**config.mk**
```make
export PLATFORM = sky130hd
export DESIGN_NAME = bus_arbiter_4
export DESIGN_NICKNAME = d
export VERILOG_FILES = /design/src/rtl/bus_arbiter_4.sv
export SDC_FILE = /design/constraint.sdc
export NUM_CORES = 1
export LEC_CHECK = 0
export CAP_MARGIN = 25
export CORE_UTILIZATION = 54
export CTS_CLUSTER_DIAMETER = 30
export DETAILED_ROUTE_END_ITERATION = 8
export PLACE_DENSITY_LB_ADDON = 0.2
export SYNTH_ARGS = -nofsm -noshare
export SYNTH_HDL_FRONTEND = slang
export SYNTH_SLANG_ARGS = --single-unit
```
**constraint.sdc**
```tcl
create_clock -name clk -period 4.2 [get_ports clk]
set_input_delay 0.84 -clock clk [delete_from_list [all_inputs] [get_ports clk]]
set_output_delay 0.84 -clock clk [all_outputs]
set_load 0.01 [all_outputs]
```
**src/rtl/bus_arbiter_4.sv**
```systemverilog
`default_nettype none
// ============================================================================
// Module   : bus_arbiter_4
// Purpose  : Four-way round-robin arbiter for the shared port mux. Drives a
//            one-hot grant and the mux select, holds a grant until the owner
//            drops its request or the hold limit expires, and always leaves
//            one grant-free cycle between owners.
// Revision : 1.0  initial release
// ============================================================================
module bus_arbiter_4 #(
  parameter int MAX_HOLD = 16
) (
  input  logic       clk,
  input  logic       rst_n,
  input  logic [3:0] req_i,
  output logic [3:0] grant_o,
  output logic [1:0] sel_o,
  output logic       busy_o,
  output logic       preempt_o
);

  // Hold counter is at least one bit wide so MAX_HOLD = 0 still elaborates.
  localparam int              HCW   = (MAX_HOLD > 0) ? $clog2(MAX_HOLD + 1) : 1;
  localparam logic [HCW-1:0]  C_MAX = HCW'(MAX_HOLD);
  localparam logic [HCW-1:0]  C_ONE = HCW'(1);

  localparam logic [1:0] S_IDLE = 2'd0;
  localparam logic [1:0] S_BUSY = 2'd1;
  localparam logic [1:0] S_GAP  = 2'd2;

  logic [1:0]     state_q,   state_d;
  logic [3:0]     grant_q,   grant_d;
  logic [1:0]     sel_q,     sel_d;
  logic [1:0]     ptr_q,     ptr_d;
  logic [HCW-1:0] hold_q,    hold_d;
  logic           preempt_q, preempt_d;

  logic           win_valid;
  logic [1:0]     win_idx;

  // Pick the first requester at or after ptr; scanning from the farthest
  // offset down lets the nearest one overwrite and win.
  always_comb begin
    win_valid = |req_i;
    win_idx   = ptr_q;
    for (int k = 3; k >= 0; k--) begin
      if (req_i[ptr_q + 2'(k)]) begin
        win_idx = ptr_q + 2'(k);
      end
    end
  end

  // Next-state logic. sel_q doubles as the owner index while BUSY.
  always_comb begin
    state_d   = state_q;
    grant_d   = grant_q;
    sel_d     = sel_q;
    ptr_d     = ptr_q;
    hold_d    = hold_q;
    preempt_d = 1'b0;
    case (state_q)
      S_IDLE, S_GAP: begin
        grant_d = 4'b0000;
        if (win_valid) begin
          state_d = S_BUSY;
          grant_d = 4'b0001 << win_idx;
          sel_d   = win_idx;
          hold_d  = C_ONE;
        end else begin
          state_d = S_IDLE;
        end
      end
      S_BUSY: begin
        if (!req_i[sel_q]) begin
          // Owner released: move priority past it and take a gap cycle.
          state_d = S_GAP;
          grant_d = 4'b0000;
          ptr_d   = sel_q + 2'd1;
        end else if ((MAX_HOLD != 0) && (hold_q == C_MAX)) begin
          // Hold limit reached: forced release, flagged for one cycle.
          state_d   = S_GAP;
          grant_d   = 4'b0000;
          ptr_d     = sel_q + 2'd1;
          preempt_d = 1'b1;
        end else if (MAX_HOLD != 0) begin
          hold_d = hold_q + C_ONE;
        end
      end
      default: begin
        state_d = S_IDLE;
        grant_d = 4'b0000;
      end
    endcase
  end

  // State registers with synchronous active-low reset.
  always_ff @(posedge clk) begin
    if (!rst_n) begin
      state_q   <= S_IDLE;
      grant_q   <= 4'b0000;
      sel_q     <= 2'b00;
      ptr_q     <= 2'b00;
      hold_q    <= '0;
      preempt_q <= 1'b0;
    end else begin
      state_q   <= state_d;
      grant_q   <= grant_d;
      sel_q     <= sel_d;
      ptr_q     <= ptr_d;
      hold_q    <= hold_d;
      preempt_q <= preempt_d;
    end
  end

  assign grant_o   = grant_q;
  assign sel_o     = sel_q;
  assign busy_o    = |grant_q;
  assign preempt_o = preempt_q;

endmodule
`default_nettype wire

```
==> key figures <==
Finish
  • # diodes: 0
  • Final net count: between 100 and 150
  • Most frequent cells in the layout: dfxtp_1, nand2_1, clkdlybuf4s50_1
  • Layout area overhead: 21.09%
  • Layout cells sized above 1: 0.1038
  • Most common cell after layout, fill and taps aside: dfxtp_1

Logic synthesis
  • Cells after Synth: around 90
  • Distinct cells, synth: 36
  • Mapped Nets: 99
  • Area leader, netlist: dfxtp_1
  • Sequential fraction of the synthesis area: 0.3969
  • Dominant cells by area after synthesis: dfxtp_1, nand2_1, nor2b_1
  • Flop and latch count out of synthesis: 16
  • Mapped cell area: approximately 810 sq um
  • Synth top area share: 0.3969
  • Synthesized area per cell: 8.868 sq um
  • Ys Warns: 0

Critical path
  • Critical-path top delay cell: mux4_2
  • Crit path launch type: input port
  • CP Capture Type: register
  • Critical Path AT: around 2.8 ns
  • CP Cell Sequence: clkdlybuf4s50_1, mux4_2, nor2b_4, and3b_1, or3_4, a21oi_2
  • Critical path class: in -> reg
  • Worst EP required: 4.43 ns
  • Crit path from: req_i[3]
  • Reg2reg start: sel_o[0]$_SDFFE_PN0P_
  • WP buf/inv: 1
  • Worst R2R Setup Slack: ~2.2 ns
  • Crit path max fanout: 9
  • Slowest stage delay, CP: between 0.5 and 0.6 ns
  • Top Family by Delay on Critical Path: simple AND/OR/NAND/NOR gates

Min path
  • Worst Hold Launch: grant_o[0]$_SDFFE_PN0P_
  • Min-Delay Path Class: reg -> reg

Global routing
  • Vias in the first global route: between 500 and 600
  • Global-route wire length before repair: between 2000 and 2500 um
  • Grt total ovfl: 0
  • Largest net degree at the start of global routing: 14
  • Number of antenna violations at the first check in global routing: 0
  • Overall Global Routing Usage: 0.2338

Die
  • I/O pins: 14
  • Die height: just over 40 um
  • Die width: ~41 um
  • Die area: between 0.0015 and 0.002 sq mm
  • Starting density of the core: 0.5978
  • Site Rows: 13
  • Core area: around 0.0014 sq mm

STA
  • Actual slew at the worst max-slew pin: ~0.82 ns
  • Max transition margin: 0.4483
  • Fin. max-slew vios: 0
  • Endpoints failing setup: 0
  • Hold Violations, Final: 0
  • Post-route clock skew: between 0.003 and 0.004 ns
  • Highest clock rate: just under 0.4 GHz
  • Min Tclk post-route: around 2.5 ns
  • Hold_ws: 0.4937 ns
  • Crit share post-route: 0.6016
  • Fin Setup TNS: 0 ns
  • RSZ-0062 raised after global routing: no

Clocking
  • CTS tree: done
  • Post-CTS resize count: 0
  • Reg clk slew, reported paths: roughly 0.10 ns
  • Clk root buf: clkbuf_4
  • CTS Buf Count: 3
  • CTS H-tree lvls: 1
  • Post-CTS Setup Repair Bufs: 0
  • CTS Hold Bufs: 0
  • Bufs on Longest Clock Path: 2
  • CTS sink cnt: 16
  • Insertion delay to the later sink of the worst-skew pair: 0.29 ns

Route
  • Met2 wire length: around 710 um
  • Final wirelength: 1615 um
  • Top layer in use: met4
  • Routed WL per cell: roughly 13 um
  • Pre-antenna DRT Iters: 4
  • Metal-1 WL: a little over 800 um
  • Met3 WL: ~60 um
  • Vias: between 600 and 700
  • Post-route ant nets: 0
  • Post-route DRC: 0
  • DR iter-0 viols: 11
  • Vias per cell: 5.653

Placement
  • GPL Wtd Cong: just under 0.8
  • Number of port buffers: 13
  • Post-DP HPWL: ~1100 um

Power and ir drop
  • LEAKAGE: between 0.3 and 0.4 nW
  • Worst VDD drop: 0.2916 mV
  • Cell area power density: 344.0 mW/mm^2

Flow run
  • Max Cap Violations: 0

Run status
  • Outcome: complete, no violations
==> cells by family (layout without fill, tap and decap cells) <==
| logic type | after synthesis | count (layout) | share of synthesized area |
|---|---|---|---|
| adder cells (fa/ha/maj) | 2 | 2 | 0.03100 |
| buffers and inverters | 5 | 20 | 0.03255 |
| multiplexers | 1 | 1 | 0.02790 |
| AO/OA/AOI/OAI | 18 | 18 | 0.1519 |
| flip-flops | 16 | 16 | 0.3969 |
| AND/OR/NAND/NOR | 46 | 46 | 0.3272 |
| XOR/XNOR | 3 | 3 | 0.03256 |
==> worst register-to-register path, stage by stage (launching register included) <==
cell	delay, ns
dfxtp_1	0.44
mux4_2	0.54
nor2b_4	0.14
and3b_1	0.27
or3_4	0.40
a21oi_2	0.12
==> final timing paths <==
path | end | depth (start not counted)
min reg2reg | grant_o[0]$_SDFFE_PN0P_ | 2
min | grant_o[0]$_SDFFE_PN0P_ | 2
max reg2reg | hold_q[1]$_SDFFE_PN0P_ | 5
max | hold_q[1]$_SDFFE_PN0P_ | 6
==> synthesized netlist by cell type <==
| cell | instances |
|---|---|
| a211oi_1 | 2 |
| o21ai_0 | 3 |
| o41ai_1 | 1 |
| nor4_1 | 1 |
| a21oi_2 | 1 |
| and4bb_2 | 1 |
| nor2_1 | 7 |
| nand2b_1 | 1 |
| nand4_1 | 2 |
| nand3_1 | 1 |
| and3b_2 | 1 |
| and3b_1 | 1 |
| nand2_1 | 13 |
| clkbuf_1 | 1 |
| nand3b_1 | 2 |
| ha_1 | 2 |
| nor2b_1 | 6 |
| o21a_1 | 1 |
| o21ba_2 | 1 |
| a22oi_1 | 1 |
| a21o_1 | 1 |
| or4_1 | 1 |
| nor3b_1 | 1 |
| dfxtp_1 | 16 |
| xor2_1 | 3 |
| nor3_1 | 2 |
| and3_1 | 1 |
| a21boi_0 | 3 |
| or3_1 | 2 |
| mux4_2 | 1 |
| inv_1 | 3 |
| and2_1 | 1 |
| buf_6 | 1 |
| a21oi_1 | 4 |
| or3_4 | 1 |
| nor2b_4 | 1 |
==> layout make-up <==
cell class	instances	area, sq um
Timing Repair Buffer	13	130.1
Clock buffer	4	36.28
Fill cell	113	372.9
Inverter	3	11.26
Multi-Input combinational cell	70	460.4
Tap cell	15	18.77
Sequential cell	16	320.3
==> flip-flops by register name (all words and copies together), names as in the netlist <==
name and flops:
sel_o 2, hold_q 5, preempt_o 1, grant_o 4, state_q 2, ptr_q 2
==> through the flow <==
stage,setup slack (ns),area (sq um),utilization,power [mW],instances
2_1_floorplan,1.934,807.0,-,0.2113,91
3_3_place_gp,1.391,940.9,0.6969,0.2345,117
3_5_place_dp,1.382,940.9,0.6969,0.2359,117
4_1_cts,1.672,977.2,0.7238,0.3370,121
5_1_grt,1.612,977.2,0.7238,0.3509,121
6_report,1.673,977.2,0.7238,0.3362,121
==> report_power, final <==
group / total, mW / internal [mW] / switching [mW]
logic: 0.0640 / 0.0335 / 0.0306
registers: 0.169 / 0.160 / 0.00929
clock network: 0.103 / 0.0528 / 0.0499
total: 0.336 / 0.246 / 0.0897
==> routing by layer <==
metal | vias up | GRT usage
li1 | 351 | -
met1 | 311 | 0.3030
met2 | 17 | 0.3730
met3 | 5 | 0.03261
met4 | 0 | 0.1250
met5 | - | 0
No activity file was read; power rests on OpenSTA's default activity.
